===== src/rtl/apple1_pkg.sv =====
// Constants and types shared across the Apple-1 core blocks.
package apple1_pkg;

  localparam int CHAR_W       = 7;
  localparam int DSP_BUSY_BIT = 7;

  typedef enum logic [1:0] {
    DSP_IDLE,
    DSP_SHOW,
    DSP_PACE
  } dsp_state_e;

endpackage


===== src/rtl/char_fifo.sv =====
// Small synchronous character FIFO with occupancy count; a push into a full
// FIFO is accepted only when a pop frees the head slot on the same edge.
module char_fifo #(
  parameter int DEPTH  = 4,
  parameter int CHAR_W = 7
) (
  input  logic                     clk7,
  input  logic                     reset,
  input  logic                     push,
  input  logic                     pop,
  input  logic [CHAR_W-1:0]        din,
  output logic [CHAR_W-1:0]        head,
  output logic                     full,
  output logic                     empty,
  output logic [$clog2(DEPTH):0]   count
);

  localparam int PTR_W = $clog2(DEPTH);

  logic [CHAR_W-1:0] mem [DEPTH];
  logic [PTR_W-1:0]  wr_ptr;
  logic [PTR_W-1:0]  rd_ptr;
  logic              do_push;
  logic              do_pop;

  assign empty   = (count == '0);
  assign full    = (count == (PTR_W + 1)'(DEPTH));
  assign do_pop  = pop & ~empty;
  assign do_push = push & (~full | do_pop);
  assign head    = mem[rd_ptr];

  // When full, wr_ptr equals rd_ptr: the old head is read before this write lands.
  always_ff @(posedge clk7) begin
    if (do_push) mem[wr_ptr] <= din;
  end

  always_ff @(posedge clk7 or posedge reset) begin
    if (reset) begin
      wr_ptr <= '0;
      rd_ptr <= '0;
      count  <= '0;
    end else begin
      if (do_push) wr_ptr <= wr_ptr + 1'b1;
      if (do_pop)  rd_ptr <= rd_ptr + 1'b1;
      case ({do_push, do_pop})
        2'b10:   count <= count + 1'b1;
        2'b01:   count <= count - 1'b1;
        default: ;
      endcase
    end
  end

endmodule


===== src/rtl/display_port.sv =====
// Apple-1 display port: buffers CPU writes to $D012 and hands characters to
// the video terminal over valid/ready, with optional cpu_clken-based pacing.
module display_port
  import apple1_pkg::*;
#(
  parameter int DEPTH      = 4,
  parameter int PACE_TICKS = 0
) (
  input  logic              clk7,
  input  logic              reset,
  input  logic              cpu_clken,
  input  logic              dsp_cs,
  input  logic              cpu_we,
  input  logic [7:0]        cpu_din,
  output logic [7:0]        dsp_dout,
  output logic              term_valid,
  output logic [CHAR_W-1:0] term_char,
  input  logic              term_ready,
  output logic              overflow
);

  localparam int CNT_W  = $clog2(DEPTH) + 1;
  localparam int PACE_W = (PACE_TICKS > 0) ? $clog2(PACE_TICKS + 1) : 1;

  dsp_state_e        state;
  dsp_state_e        state_next;
  logic              push;
  logic              pop;
  logic              load_pace;
  logic              fifo_full;
  logic              fifo_empty;
  logic              busy;
  logic [CNT_W-1:0]  fifo_count;
  logic [CHAR_W-1:0] fifo_head;
  logic [CHAR_W-1:0] last_char;
  logic [PACE_W-1:0] pace_cnt;
  logic              unused_din_msb;

  assign unused_din_msb = cpu_din[7];
  assign push           = cpu_clken & dsp_cs & cpu_we;

  char_fifo #(
    .DEPTH  (DEPTH),
    .CHAR_W (CHAR_W)
  ) u_fifo (
    .clk7  (clk7),
    .reset (reset),
    .push  (push),
    .pop   (pop),
    .din   (cpu_din[CHAR_W-1:0]),
    .head  (fifo_head),
    .full  (fifo_full),
    .empty (fifo_empty),
    .count (fifo_count)
  );

  always_ff @(posedge clk7 or posedge reset) begin
    if (reset) state <= DSP_IDLE;
    else       state <= state_next;
  end

  // With pacing off, SHOW reloads straight from the FIFO for one char per cycle.
  always_comb begin
    state_next = state;
    pop        = 1'b0;
    load_pace  = 1'b0;
    case (state)
      DSP_IDLE: begin
        if (!fifo_empty) begin
          pop        = 1'b1;
          state_next = DSP_SHOW;
        end
      end
      DSP_SHOW: begin
        if (term_ready) begin
          if (PACE_TICKS > 0) begin
            load_pace  = 1'b1;
            state_next = DSP_PACE;
          end else if (!fifo_empty) begin
            pop = 1'b1;
          end else begin
            state_next = DSP_IDLE;
          end
        end
      end
      DSP_PACE: begin
        if (cpu_clken && pace_cnt == PACE_W'(1)) state_next = DSP_IDLE;
      end
      default: state_next = DSP_IDLE;
    endcase
  end

  always_ff @(posedge clk7 or posedge reset) begin
    if (reset) begin
      pace_cnt <= '0;
    end else if (load_pace) begin
      pace_cnt <= PACE_W'(PACE_TICKS);
    end else if (state == DSP_PACE && cpu_clken && pace_cnt != '0) begin
      pace_cnt <= pace_cnt - 1'b1;
    end
  end

  // A dropped write still updates last_char; only the FIFO store is lost.
  always_ff @(posedge clk7 or posedge reset) begin
    if (reset) begin
      term_char <= '0;
      last_char <= '0;
      overflow  <= 1'b0;
    end else begin
      if (pop)  term_char <= fifo_head;
      if (push) last_char <= cpu_din[CHAR_W-1:0];
      if (push && fifo_full && !pop) overflow <= 1'b1;
    end
  end

  assign term_valid = (state == DSP_SHOW);
  assign busy       = (fifo_count == CNT_W'(DEPTH));

  always_comb begin
    dsp_dout               = '0;
    dsp_dout[CHAR_W-1:0]   = last_char;
    dsp_dout[DSP_BUSY_BIT] = busy;
  end

endmodule


===== config.mk =====
export PLATFORM = sky130hd
export DESIGN_NAME = display_port
export DESIGN_NICKNAME = d
export VERILOG_FILES = /design/src/rtl/apple1_pkg.sv /design/src/rtl/char_fifo.sv /design/src/rtl/display_port.sv
export SDC_FILE = /design/constraint.sdc
export NUM_CORES = 1
export LEC_CHECK = 0
export CORE_MARGIN = 5
export CORE_UTILIZATION = 48
export DETAILED_ROUTE_END_ITERATION = 8
export PLACE_DENSITY = 0.73
export SLEW_MARGIN = 20
export SYNTH_ARGS = -nofsm -noshare
export SYNTH_HDL_FRONTEND = slang
export SYNTH_SLANG_ARGS = --single-unit

===== constraint.sdc =====
create_clock -name clk7 -period 2.07 [get_ports clk7]
set_clock_uncertainty 0.15 [all_clocks]
set_input_delay 0.621 -clock clk7 [delete_from_list [all_inputs] [get_ports clk7]]
set_output_delay 0.621 -clock clk7 [all_outputs]
set_load 0.01 [all_outputs]

* After elaboration in Yosys (flattened, before gate mapping)
Memories as Yosys holds them, arrays and structs flattened. A register that Yosys moved wholly into a read port is not among the register bits. Index checks and enable logic that the tools add are counted. W data, S select, Z words.
Storage, ports and cells: register bits 18, bits in writable memories 28, bits of input ports 14, output and inout port bits 17, logic and storage cells 50, memories 1
Cells by class: $add $sub $neg 5, equality and inequality tests 9, multiplexer cells 11, bitwise gates (word level) 7, reductions and logical operators 10
Memories:
- u_fifo.mem | depth 4, bits a word 7, rd ports 1, clocked after memory_dff 1, wr ports 1, RTL line char_fifo.sv:20 | logic [CHAR_W-1:0] mem [DEPTH];
Operators with widths (number):
- $mux W2 | 4
- $pmux W2 S3 | 1
- $pmux W3 S2 | 1
- $logic_and A1 B1 Y1 | 5
- $add A2 B1 Y2 const B | 2
- $and A1 B1 Y1 | 4
- $eq A2 B1 Y1 const B | 2
- $eq A2 B2 Y1 const B | 2
- $mux W1 | 4
- $ne A2 B1 Y1 const B | 2
- $ne A2 B2 Y1 const B | 2
- $reduce_and A4 Y1 | 1
- $add A3 B1 Y3 const B | 1
- $eq A3 B3 Y1 const B | 1
- $logic_not A3 Y1 | 1
- $sub A3 B1 Y3 const B | 1
- $logic_not A2 Y1 | 1
- $not A1 Y1 | 2
- $pmux W1 S2 | 1
- $reduce_bool A2 Y1 | 1
- $logic_not A1 Y1 | 1
- $or A1 B1 Y1 | 1
- $sub A1 B1 Y1 const B | 1

* Longest topological paths before layout
Gate-level depths: netlist of the first run.
depth in word-level cells 9, gate-level depth with buffers 7, mapped depth without buffers 7

* Hierarchy
Synthesis of the first run repeated with hierarchy kept, for this count alone.
Second synthesis, totals: cells, all modules 132, area, all modules 2164.6 µm²
By module, submodules not included:
- char_fifo | times used 1, cells an instance 91, area each 1531.5 µm², seq. area each 1016.0 µm²
- display_port | times used 1, cells an instance 41, area each 633.1 µm², seq. area each 400.4 µm²

* Worst setup path after synthesis of the first run
Ideal clock, no wire load.
path kind input port to flip-flop, from input port cpu_clken, to register u_fifo.count[1], library setup time 0.087 ns, data arrival time 1.884 ns, data required time 1.833 ns, path slack -0.051 ns, cell stages on the path 6, buffers on the path 1, cell sequence nand3_2 > buf_2 > nand2_1 > fa_1 > a211o_1 > a211oi_2
On the way: word-level cells in the longest chain between the ends 5, elaborated cells between the ends (all ways) 7, those cells by class 2 x eq/ne; 1 x mux; 3 x bitwise; 1 x reduce/logical
RTL lines:
- from (decl) | RTL line display_port.sv:11 | input logic cpu_clken,
- $and A1 B1 Y1 (*) (2 in series) | RTL line display_port.sv:40 | assign push = cpu_clken & dsp_cs & cpu_we;
- $and A1 B1 Y1 (*) | RTL line char_fifo.sv:29 | assign do_push = push & (~full | do_pop);
- $eq A2 B1 Y1 or $eq A2 B2 Y1 (tied branches) | RTL line char_fifo.sv:45 | case ({do_push, do_pop})
- $pmux W3 S2 or $reduce_bool A2 Y1 (tied branches)
- to (signal assigned) | RTL line char_fifo.sv:46 | 2'b10: count <= count + 1'b1;
- to (signal assigned) | RTL line char_fifo.sv:47 | 2'b01: count <= count - 1'b1;
- to (decl) | RTL line char_fifo.sv:15 | output logic [$clog2(DEPTH):0] count
Every way passes the cells marked *; elsewhere a longest branch is shown, timed or not. A chain may end at the register's enable or synchronous reset.

* Worst setup path in the final report of the first run
from register u_fifo.count[0], to output port dsp_dout[7]
On the way: word-level cells in the longest chain between the ends 1
RTL lines:
- $eq A3 B3 Y1 | RTL line display_port.sv:117 | assign busy = (fifo_count == CNT_W'(DEPTH));
- to (decl) | RTL line display_port.sv:15 | output logic [7:0] dsp_dout,
No other way between the ends.

==> results of run 1 <==
layout make-up:
cell class	instances	area (sq um)	area share
Tap cell	52	65.1	0.0234
Timing Repair Buffer	50	460	0.166
Sequential cell	51	1420	0.510
Clock inverter	3	38.8	0.0139
Inverter	5	18.8	0.00675
Clock buffer	5	68.8	0.0247
Multi-Input combinational cell	64	712	0.256
final timing paths:
path	slack, ps	depth (start not counted)	startpoint	to
max	20	3	u_fifo.count[0]	dsp_dout[7]
min	340	1	overflow	overflow
max reg2reg	20	7	u_fifo.count[1]	u_fifo.count[1]
min reg2reg	340	1	overflow	overflow
max in group asynchronous	1010	3	reset	u_fifo.count[0]
min in group asynchronous	510	3	reset	term_char[3]
layer usage:
metal / vias to the layer above / track usage
li1: 557 / -
met1: 570 / 0.170
met2: 22 / 0.220
met3: 6 / 0.0433
met4: 0 / 0.0550
met5: - / 0
what timing repair did:
| item | 4_1_cts | 5_1_grt |
|---|---|---|
| setup endpoints to repair | 17 | 2 |
| buffers inserted | 1 | 0 |
| pin swaps | 5 | 0 |
| cloned | 0 | 0 |
| hold buffers | 0 | 0 |
| gates resized for setup | 9 | 1 |
registers in the layout, indices dropped and copies added (netlist names):
register	cells
last_char	7
u_fifo.rd_ptr	2
u_fifo.count	3
term_char	7
u_fifo.mem	28
u_fifo.wr_ptr	2
overflow	1
state	1
per-stage QoR:
stage / std cells / cell area, sq um / total power, W
after floorplan: 124 / 2170 / 0.00238
after global placement: 221 / 2660 / 0.00284
after detailed placement: 221 / 2660 / 0.00290
after CTS: 230 / 2780 / 0.00359
after global routing: 230 / 2780 / 0.00378
final: 230 / 2780 / 0.00355
critical path: cells and delay by family, from the launching register on:
kind | cells | cell delay [ps]
flip-flops | 1 | 460
AND/OR/NAND/NOR | 2 | 290
buffers and inverters | 1 | 230
power groups by stage:
stage | clock network, W | registers (W) | logic, W
floorplan | 0 | 0.00150 | 0.000883
global placement | 0 | 0.00150 | 0.00133
detailed placement | 0 | 0.00152 | 0.00138
CTS | 0.000690 | 0.00150 | 0.00140
global route | 0.000736 | 0.00154 | 0.00150
finish | 0.000674 | 0.00149 | 0.00138
logic make-up after synthesis:
group	synth area share
DFF	0.655
and+or+nand+nor	0.0740
muxes	0.158
AOI/OAI and AO/OA	0.0393
buffers and inverters	0.0214
xor gates and xnor gates	0.0202
adders and majority gates	0.0324
placed cells by master, fill, tap and decap left out, types with 2 or more instances in the layout:
cell,instances
sky130_fd_sc_hd__clkbuf_8,5
sky130_fd_sc_hd__dlygate4sd2_1,4
sky130_fd_sc_hd__edfxtp_1,28
sky130_fd_sc_hd__a211o_1,2
sky130_fd_sc_hd__mux2_1,7
sky130_fd_sc_hd__dfrtp_1,22
sky130_fd_sc_hd__mux2_4,7
sky130_fd_sc_hd__and2_1,6
sky130_fd_sc_hd__nand2_1,4
sky130_fd_sc_hd__inv_1,5
sky130_fd_sc_hd__xnor2_1,4
sky130_fd_sc_hd__buf_4,19
sky130_fd_sc_hd__clkdlybuf4s50_1,24
sky130_fd_sc_hd__nor2_2,2
sky130_fd_sc_hd__mux4_2,7
sky130_fd_sc_hd__ha_1,4
sky130_fd_sc_hd__o21ai_1,2
==> Flow_metrics.wiki, run 1 <==
{| class="wikitable"
! Metric !! Value
|-
| Outcome || completed
|-
| Switch Pwr || roughly 0.0010 W
|-
| Routed length per placed instance || between 15 and 20 um
|-
| Most common cell in the netlist || sky130_fd_sc_hd__edfxtp_1
|-
| CTS tree || done
|-
| Number of design rule violations left after detail routing || 0
|-
| Post-route worst hold slack || 345 ps
|-
| Starting density of the core || 0.497
|-
| Static Leak || about 1.1 nW
|-
| Number of buffers created by CTS || 5
|-
| Post-route ant nets || 0
|-
| Yosys warning count || 0
|-
| Critical path, cell by cell || nor2_2 -> and2_1 -> clkdlybuf4s15_2
|-
| Pwr Density || ~1300 nW/um^2
|-
| Diode count || 0
|-
| Switching fraction of total power || 0.294
|-
| Antenna violations before repair || 0
|-
| Latest clock arrival within the worst-skew pair || ~300 ps
|-
| Post-route minimum period || roughly 2100 ps
|-
| CTS H-tree lvls || 2
|-
| Nets in the synthesized netlist || roughly 140
|-
| Area share of the largest cell type after synthesis || 0.389
|-
| Netlist area before placement || roughly 2200 sq um
|-
| Maximum root-to-sink buffer count || 2
|-
| Placement-stage worst setup slack || -474 ps
|-
| Overflow after GRT || 0
|-
| HPWL after detailed placement || around 2700 um
|-
| Ports || 31
|-
| Routed length on met1 || 1560 um
|-
| Achievable Freq || just under 0.5 GHz
|-
| Clock slew seen by the registers of the worst setup and hold paths || around 90 ps
|-
| Internal power contribution || 0.00251 W
|-
| Final hold violation count || 0
|-
| Part of the power in combinational logic || 0.390
|-
| Sequential-to-total area share from yosys stat || 0.655
|-
| Final net count || just under 200
|-
| Async set-reset flop share out of synthesis || 0.451
|-
| Kind of start point of the critical path || flip-flop
|-
| Type of the worst setup path || flip-flop to output pin
|-
| Flop and latch count out of synthesis || between 50 and 60
|-
| Main area contributors after synthesis || sky130_fd_sc_hd__edfxtp_1, sky130_fd_sc_hd__dfrtp_1, sky130_fd_sc_hd__mux4_2, sky130_fd_sc_hd__mux2_4, sky130_fd_sc_hd__mux2_1
|-
| FP Rows || 24
|-
| Fraction of layout instances using a drive strength above 1 || 0.315
|-
| Routed wire length on met3 || approximately 160 um
|-
| Synthesized instance count || between 100 and 150
|-
| Highest metal layer used by the detailed router || met4
|-
| Overall die area || between 5000 and 6000 sq um
|-
| Pre-Repair DR Iteration Count || 4
|-
| Number of design-rule violations left by the first detailed-router iteration || 61
|-
| Area of the core region || around 4400 sq um
|-
| Number of fill cells || approximately 310
|-
| Global-route wire length before repair || 6310 um
|-
| VDD IR max || 771 uV
|-
| Worst Hold Class || flip-flop to flip-flop
|-
| Clock power frac || 0.190
|-
| Crit share post-route || 0.991
|-
| Most used standard cells in the synthesized netlist || sky130_fd_sc_hd__edfxtp_1, sky130_fd_sc_hd__dfrtp_1, sky130_fd_sc_hd__mux2_1, sky130_fd_sc_hd__mux2_4, sky130_fd_sc_hd__mux4_2
|-
| Overall via count from detail_route || roughly 1200
|-
| Max cap viols || 0
|-
| Clock root buffer || sky130_fd_sc_hd__clkbuf_8
|-
| Slew at the pin closest to its max-slew limit || 492 ps
|-
| Width of the die || a little under 80 um
|-
| Worst-case headroom to the max-slew limit || 0.672
|-
| Post-synth top flop || sky130_fd_sc_hd__edfxtp_1
|-
| Critical-path top delay cell || sky130_fd_sc_hd__dfrtp_2
|-
| Sequential Power Share || 0.421
|-
| Post-route core utilization || 0.639
|-
| Critical Path Max Stage Delay || ~460 ps
|-
| RePlAce Congestion || 0.814
|-
| Pin count of the biggest net entering global routing || 24
|-
| Critical path data arrival time || between 1000 and 1500 ps
|-
| Syn avg cell area || between 15 and 20 sq um
|-
| RSZ-0062 raised after global routing || true
|-
| EDFF count, synth || 28
|-
| Met2 WL post-DR || 1850 um
|-
| Via density per instance || about 5
|-
| Setup violations, final || 0
|-
| Detailed-route wire length || 3640 um
|-
| Area delta synth->final || 28.6%
|-
| Library cells used by synthesis || 35
|-
| Fin. max-slew vios || 0
|-
| Critical path required time || ~1300 ps
|-
| Biggest fanout along the worst timing path || 3
|-
| Yosys top cell by area || sky130_fd_sc_hd__edfxtp_1
|-
| Height of the die || 77.1 um
|-
| Count of input and output buffers || 29
|-
| Setup tns final || 0 ps
|-
| Tot GR Track Use || 0.136
|-
| Worst Setup Slack, final || 19.0 ps
|-
| Category of the worst setup path capture point || output pin
|-
| Clock tree sinks || between 50 and 60
|-
| Number of global-route vias before repair || between 1000 and 1500
|}
No activity file was read; power rests on OpenSTA's default activity.
==> run 2, diff against run 1 <==
- SKIP_LAST_GASP: unset -> 1
==> run 2 against run 1 <==
Against the previous run: utilization fell by 0.086 points; maximum frequency fell by 0.56%; routed wire length fell by 0.30%; worst setup slack got worse by 12 ps; register-to-register slack barely moved; global-route usage did not move; power fell by 0.21%; cell area fell by 0.14%; first-iteration DRC count rose by 1.6%.
==> Flow_metrics.wiki, run 2 (synthesized netlist as in run 1, its figures left out) <==
{| class="wikitable"
! Metric !! Value
|-
| Worst Setup Slack, final || 7.49 ps (was 19.0 ps)
|-
| Biggest fanout along the worst timing path || 3 (unchanged)
|-
| Clock slew seen by the registers of the worst setup and hold paths || 90 ps (about the same)
|-
| Number of design rule violations left after detail routing || 0 (unchanged)
|-
| Registers with the highest flip-flop counts || u_fifo.mem: 28 flops, last_char: 7 flops, term_char: 7 flops (unchanged)
|-
| Area of the core region || 4350 sq um (unchanged)
|-
| HPWL after detailed placement || 2710 um (unchanged)
|-
| Register name with the most flops || u_fifo.mem (unchanged)
|-
| Number of global-route vias before repair || 1261 (unchanged)
|-
| Global-route wire length before repair || 6310 um (unchanged)
|-
| Overflow after GRT || 0 (unchanged)
|-
| Fraction of layout instances using a drive strength above 1 || 0.315 (unchanged)
|-
| RePlAce Congestion || 0.814 (unchanged)
|-
| Category of the worst setup path capture point || flip-flop (was output pin)
|-
| Number of hold buffers added after cts || 0 (unchanged)
|-
| Most common cell after layout, fill and taps aside || sky130_fd_sc_hd__edfxtp_1 (unchanged)
|-
| Width of the die || 77.1 um (unchanged)
|-
| RSZ-0062 raised after global routing || true (unchanged)
|-
| Fin. max-slew vios || 0 (unchanged)
|-
| Slew at the pin closest to its max-slew limit || 491 ps (was 492 ps)
|-
| Count of input and output buffers || 29 (unchanged)
|-
| Height of the die || 77.1 um (unchanged)
|-
| Post-route core utilization || 0.638 (was 0.639)
|-
| Finished Cell Area || 2780 sq um (about the same)
|-
| Post-route minimum period || 2060 ps (was 2050 ps)
|-
| Clock root buffer || sky130_fd_sc_hd__clkbuf_8 (unchanged)
|-
| Critical path required time || 2140 ps (was 1300 ps)
|-
| Overall via count from detail_route || 1161 (was 1155)
|-
| Diode count || 0 (unchanged)
|-
| Crit share post-route || 0.996 (was 0.991)
|-
| Most used cells in the layout excluding fill and tap cells || sky130_fd_sc_hd__edfxtp_1, sky130_fd_sc_hd__clkdlybuf4s50_1, sky130_fd_sc_hd__dfrtp_1 (unchanged)
|-
| Number of buffers created by CTS || 5 (unchanged)
|-
| Largest register FFs || 28 (unchanged)
|-
| Kind of start point of the critical path || flip-flop (unchanged)
|-
| Pin count of the biggest net entering global routing || 24 (unchanged)
|-
| Setup violations, final || 0 (unchanged)
|-
| Detailed-route wire length || 3630 um (was 3640 um)
|-
| Antenna violations before repair || 0 (unchanged)
|-
| Worst Hold Class || flip-flop to flip-flop (unchanged)
|-
| Worst-case headroom to the max-slew limit || 0.672 (about the same)
|-
| Routed length per placed instance || 15.8 um (about the same)
|-
| Maximum root-to-sink buffer count || 2 (unchanged)
|-
| Critical path data arrival time || 2130 ps (was 1280 ps)
|-
| Pre-Repair DR Iteration Count || 4 (unchanged)
|-
| Placed cell areas || 2660 sq um (unchanged)
|-
| Tot GR Track Use || 0.136 (unchanged)
|-
| CTS tree || done (unchanged)
|-
| Final hold violation count || 0 (unchanged)
|-
| Overall die area || 5950 sq um (unchanged)
|-
| Max cap viols || 0 (unchanged)
|-
| Setup tns final || 0 ps (unchanged)
|-
| Via density per instance || 5.05 (was 5.02)
|-
| Clock tree sinks || 51 (unchanged)
|-
| Starting density of the core || 0.497 (unchanged)
|-
| VDD IR max || 778 uV (was 771 uV)
|-
| Ports || 31 (unchanged)
|-
| Static Leak || 1.10 nW (about the same)
|-
| Placement-stage worst setup slack || -474 ps (unchanged)
|-
| Type of the worst setup path || flip-flop to flip-flop (was flip-flop to output pin)
|-
| FP Rows || 24 (unchanged)
|-
| Latest clock arrival within the worst-skew pair || 300 ps (about the same)
|-
| Achievable Freq || 0.485 GHz (was 0.488 GHz)
|-
| Pwr Density || 1280 nW/um^2 (about the same)
|-
| Final net count || 196 (unchanged)
|-
| Outcome || completed (unchanged)
|-
| Area delta synth->final || 28.4% (was 28.6%)
|-
| Post-route ant nets || 0 (unchanged)
|-
| Number of design-rule violations left by the first detailed-router iteration || 62 (was 61)
|-
| CTS H-tree lvls || 2 (unchanged)
|}
-- run 2: cell counts in the layout (fill, tap and decap cells not counted) --
Identical to the previous run, type by type.
-- run 2: what timing repair did --
action,in CTS,in global routing
pin swaps,5,0
setup endpoints to repair,17,2
gates resized for setup,9,0
setup buffers,1,0
-- run 2: area by class of cell --
cell class	instances	area, sq um
fill	309	1580
inverter	5	18.8
timing repair buffer	50	457
clock inverter	3	38.8
multi-input combinational	64	712
sequential	51	1420
clock buffer	5	68.8
tap	52	65.1
-- run 2: where the power goes --
| part | total [W] | switching (W) | internal [W] |
|---|---|---|---|
| registers | 0.00149 | 0.000202 | 0.00129 |
| logic | 0.00138 | 0.000524 | 0.000857 |
| clock network | 0.000671 | 0.000317 | 0.000354 |
| total | 0.00355 | 0.00104 | 0.00250 |
-- run 2: per-layer routing --
metal  global-route usage  wire (um)  part of all wire  vias up
met5                    0          0                 0        -
met2                0.220       1850              0.51       27
met4               0.0550         65             0.018        0
li1                     -          -                 -      556
met3               0.0433        168             0.046        6
met1                0.170       1550              0.43      572
-- run 2: worst paths after layout --
kind / start / to / slack [ps] / cells past startpoint
worst max-delay path: u_fifo.count[1] / u_fifo.count[1] / 7 / 7
max in group asynchronous: reset / u_fifo.count[0] / 1000 / 3
worst max register to register: u_fifo.count[1] / u_fifo.count[1] / 7 / 7
worst min-delay path: overflow / overflow / 340 / 1
min in group asynchronous: reset / term_char[3] / 510 / 3
worst min register to register: overflow / overflow / 340 / 1
-- run 2: through the flow --
stage / cells / hold WS [ps] / total power [W]
CTS: 230 / 348 / 0.00359
floorplan: 124 / 363 / 0.00238
global placement: 221 / 319 / 0.00284
global route: 230 / 358 / 0.00377
detailed placement: 221 / 317 / 0.00290
finish: 230 / 344 / 0.00355
-- run 2: critical path: stages, from the launching register on --
cell                       delay (ps)
sky130_fd_sc_hd__dfrtp_1          430
sky130_fd_sc_hd__buf_4            160
sky130_fd_sc_hd__nor3_4           220
sky130_fd_sc_hd__nor2_8            70
sky130_fd_sc_hd__nand2_2           70
sky130_fd_sc_hd__fa_1             410
sky130_fd_sc_hd__a211o_1          300
sky130_fd_sc_hd__a211oi_2         180
==> run 3, diff against run 2 <==
- CELL_PAD_IN_SITES_DETAIL_PLACEMENT: unset -> 1
- CELL_PAD_IN_SITES_GLOBAL_PLACEMENT: unset -> 2
- CORE_UTILIZATION: 48 -> 35
- PLACE_DENSITY: 0.73 -> 0.72
==> run 3 against run 2 <==
Against the previous run: count of clock-buffer cells in the layout unchanged; clock power increased by 3%; non-clock buffer count increased by 6; first-iteration DRC count increased by 18%; combinational power increased by 7%; power increased by 3.4%; sequential share of layout area decreased by 2.2 points; critical path depth decreased by 1; critical endpoint unchanged.
==> Flow_metrics.wiki, run 3 (synthesized netlist as in run 1, its figures left out) <==
{| class="wikitable"
! Metric !! Value
|-
| Pin count of the biggest net entering global routing || 24 (unchanged)
|-
| Most common cell after layout, fill and taps aside || sky130_fd_sc_hd__edfxtp_1 (unchanged)
|-
| Sequential Power Share || 0.411 (was 0.421)
|-
| Tot GR Track Use || 0.125 (was 0.136)
|-
| VDD IR max || 478 uV (was 778 uV)
|-
| CTS H-tree lvls || 2 (unchanged)
|-
| Latest clock arrival within the worst-skew pair || 300 ps (about the same)
|-
| Part of the power in combinational logic || 0.401 (was 0.389)
|-
| Post-route ant nets || 0 (unchanged)
|-
| Number of hold buffers added after cts || 0 (unchanged)
|-
| Worst-case headroom to the max-slew limit || 0.661 (was 0.672)
|-
| Number of design-rule violations left by the first detailed-router iteration || 73 (was 62)
|-
| Clock tree sinks || 51 (unchanged)
|-
| Maximum root-to-sink buffer count || 2 (unchanged)
|-
| Critical-path top delay cell || sky130_fd_sc_hd__clkdlybuf4s50_1 (was sky130_fd_sc_hd__dfrtp_1)
|-
| Overall die area || 7850 sq um (was 5950 sq um)
|-
| Clock slew seen by the registers of the worst setup and hold paths || 90 ps (about the same)
|-
| Placed cell areas || 2700 sq um (was 2660 sq um)
|-
| Via density per instance || 4.76 (was 5.05)
|-
| Post-route worst hold slack || 341 ps (was 344 ps)
|-
| Register name with the most flops || u_fifo.mem (unchanged)
|-
| Height of the die || 88.6 um (was 77.1 um)
|-
| Worst reg2reg path depth || 7 (unchanged)
|-
| Setup violations, final || 0 (unchanged)
|-
| RSZ-0062 raised after global routing || true (unchanged)
|-
| Ports || 31 (unchanged)
|-
| FP Rows || 28 (was 24)
|-
| Global-route wire length before repair || 7220 um (was 6310 um)
|-
| RePlAce Congestion || 0.678 (was 0.814)
|-
| CTS tree || done (unchanged)
|-
| Type of the worst setup path || input pin to flip-flop (was flip-flop to flip-flop)
|-
| Routed length per placed instance || 17.3 um (was 15.8 um)
|-
| Slew at the pin closest to its max-slew limit || 508 ps (was 491 ps)
|-
| Switching fraction of total power || 0.305 (was 0.294)
|-
| Post-route minimum period || 2060 ps (about the same)
|-
| Final net count || 202 (was 196)
|-
| Width of the die || 88.6 um (was 77.1 um)
|-
| Worst Hold Class || flip-flop to flip-flop (unchanged)
|-
| Max cap viols || 0 (unchanged)
|-
| Fin. max-slew vios || 0 (unchanged)
|-
| Number of buffers created by CTS || 5 (unchanged)
|-
| Hold depth || 1 (unchanged)
|-
| Largest register FFs || 28 (unchanged)
|-
| Number of global-route vias before repair || 1422 (was 1261)
|-
| HPWL after detailed placement || 3240 um (was 2710 um)
|-
| Final std cells w/o fill || 259 (was 230)
|-
| Critical path required time || 2140 ps (about the same)
|-
| Count of input and output buffers || 29 (unchanged)
|-
| Antenna violations before repair || 0 (unchanged)
|-
| Switch Pwr || 0.00112 W (was 0.00104 W)
|-
| Most used cells in the layout excluding fill and tap cells || sky130_fd_sc_hd__edfxtp_1, sky130_fd_sc_hd__clkdlybuf4s50_1, sky130_fd_sc_hd__dfrtp_1, sky130_fd_sc_hd__buf_4 (was sky130_fd_sc_hd__edfxtp_1, sky130_fd_sc_hd__clkdlybuf4s50_1, sky130_fd_sc_hd__dfrtp_1)
|-
| Final hold violation count || 0 (unchanged)
|-
| Overflow after GRT || 0 (unchanged)
|-
| Critical path, cell by cell || clkdlybuf4s50_1 -> nand3_2 -> nand2_2 -> fa_1 -> a211o_1 -> a211oi_2 (was buf_4 -> nor3_4 -> nor2_8 -> nand2_2 -> fa_1 -> a211o_1 -> a211oi_2)
|-
| Overall power after layout || 0.00367 W (was 0.00355 W)
|-
| Pwr Density || 1260 nW/um^2 (was 1280 nW/um^2)
|-
| Diode count || 0 (unchanged)
|-
| Registers with the highest flip-flop counts || u_fifo.mem: 28 flops, last_char: 7 flops, term_char: 7 flops (unchanged)
|-
| Overall via count from detail_route || 1232 (was 1161)
|-
| Detailed-route wire length || 4470 um (was 3630 um)
|-
| Biggest fanout along the worst timing path || 3 (unchanged)
|-
| Achievable Freq || 0.485 GHz (about the same)
|-
| Outcome || completed (unchanged)
|-
| Category of the worst setup path capture point || flip-flop (unchanged)
|-
| Starting density of the core || 0.363 (was 0.497)
|-
| Pre-Repair DR Iteration Count || 4 (unchanged)
|-
| Static Leak || 1.15 nW (was 1.10 nW)
|-
| Crit share post-route || 0.997 (was 0.996)
|-
| Finished Cell Area || 2900 sq um (was 2780 sq um)
|-
| Clock power frac || 0.188 (was 0.189)
|-
| Critical Path Max Stage Delay || 470 ps (was 430 ps)
|-
| Area of the core region || 5960 sq um (was 4350 sq um)
|-
| Fraction of layout instances using a drive strength above 1 || 0.359 (was 0.315)
|-
| Critical path data arrival time || 2130 ps (about the same)
|-
| Internal power contribution || 0.00255 W (was 0.00250 W)
|-
| Number of design rule violations left after detail routing || 0 (unchanged)
|-
| Placed cell count || 244 (was 221)
|-
| Area delta synth->final || 34.2% (was 28.4%)
|-
| Kind of start point of the critical path || input pin (was flip-flop)
|-
| Setup tns final || 0 ps (unchanged)
|-
| Clock root buffer || sky130_fd_sc_hd__clkbuf_8 (unchanged)
|}
==> run 3: cell count changes in the layout (fill, tap and decap cells not counted), moves of 2 or more <==
cell	previous run	this run
sky130_fd_sc_hd__dlygate4sd2_1	4	1
sky130_fd_sc_hd__clkdlybuf4s50_1	24	26
sky130_fd_sc_hd__buf_6	0	3
sky130_fd_sc_hd__and2_4	0	4
sky130_fd_sc_hd__and2_1	6	2
sky130_fd_sc_hd__buf_4	20	22
==> run 3: layer usage <==
layer / wire (um) / track usage
met5: 0 / 0
met4: 45 / 0.0412
met3: 126 / 0.0261
met2: 2480 / 0.232
met1: 1820 / 0.141
==> run 3: worst paths after layout <==
path,slack [ps],endpoint,start
max,7,u_fifo.count[1],dsp_cs
min,340,overflow,overflow
max reg2reg,70,u_fifo.count[1],u_fifo.count[1]
min reg2reg,340,overflow,overflow
max in group asynchronous,980,u_fifo.count[0],reset
min in group asynchronous,510,term_char[3],reset
==> run 3: power groups by stage <==
stage          clock, W  combinational (W)  sequential, W
3_3_place_gp          0            0.00135        0.00151
3_5_place_dp          0            0.00142        0.00153
6_report       0.000690            0.00147        0.00151
2_1_floorplan         0           0.000883        0.00150
4_1_cts        0.000715            0.00145        0.00151
5_1_grt        0.000748            0.00159        0.00155
==> run 3: per-stage QoR <==
| step | util | worst slack (ps) |
|---|---|---|
| after floorplan | - | 6.42 |
| after global routing | 0.488 | -25.6 |
| after global placement | 0.454 | -400 |
| final | 0.488 | 7.15 |
| after CTS | 0.477 | -8.45 |
| after detailed placement | 0.454 | -495 |
==> run 3: area by class of cell <==
| cell class | instances | area (sq um) |
|---|---|---|
| sequential | 51 | 1420 |
| tap | 75 | 93.8 |
| clock buffer | 5 | 68.8 |
| multi-input combinational | 64 | 731 |
| inverter | 5 | 18.8 |
| clock inverter | 3 | 42.5 |
| fill | 609 | 3050 |
| timing repair buffer | 56 | 532 |
==> run 3: repair_timing <==
action | in CTS | in global routing
endpoints found under the setup margin | 31 | 26
buffers inserted | 2 | 5
gates resized for setup | 7 | 8
pin swaps | 2 | 1
==> run 3: critical path: cells and delay by family <==
family | cells | cell delay [ps]
buffers and inverters | 1 | 470
AOI/OAI and AO/OA | 2 | 430
adders and majority gates | 1 | 420
and+or+nand+nor | 2 | 190
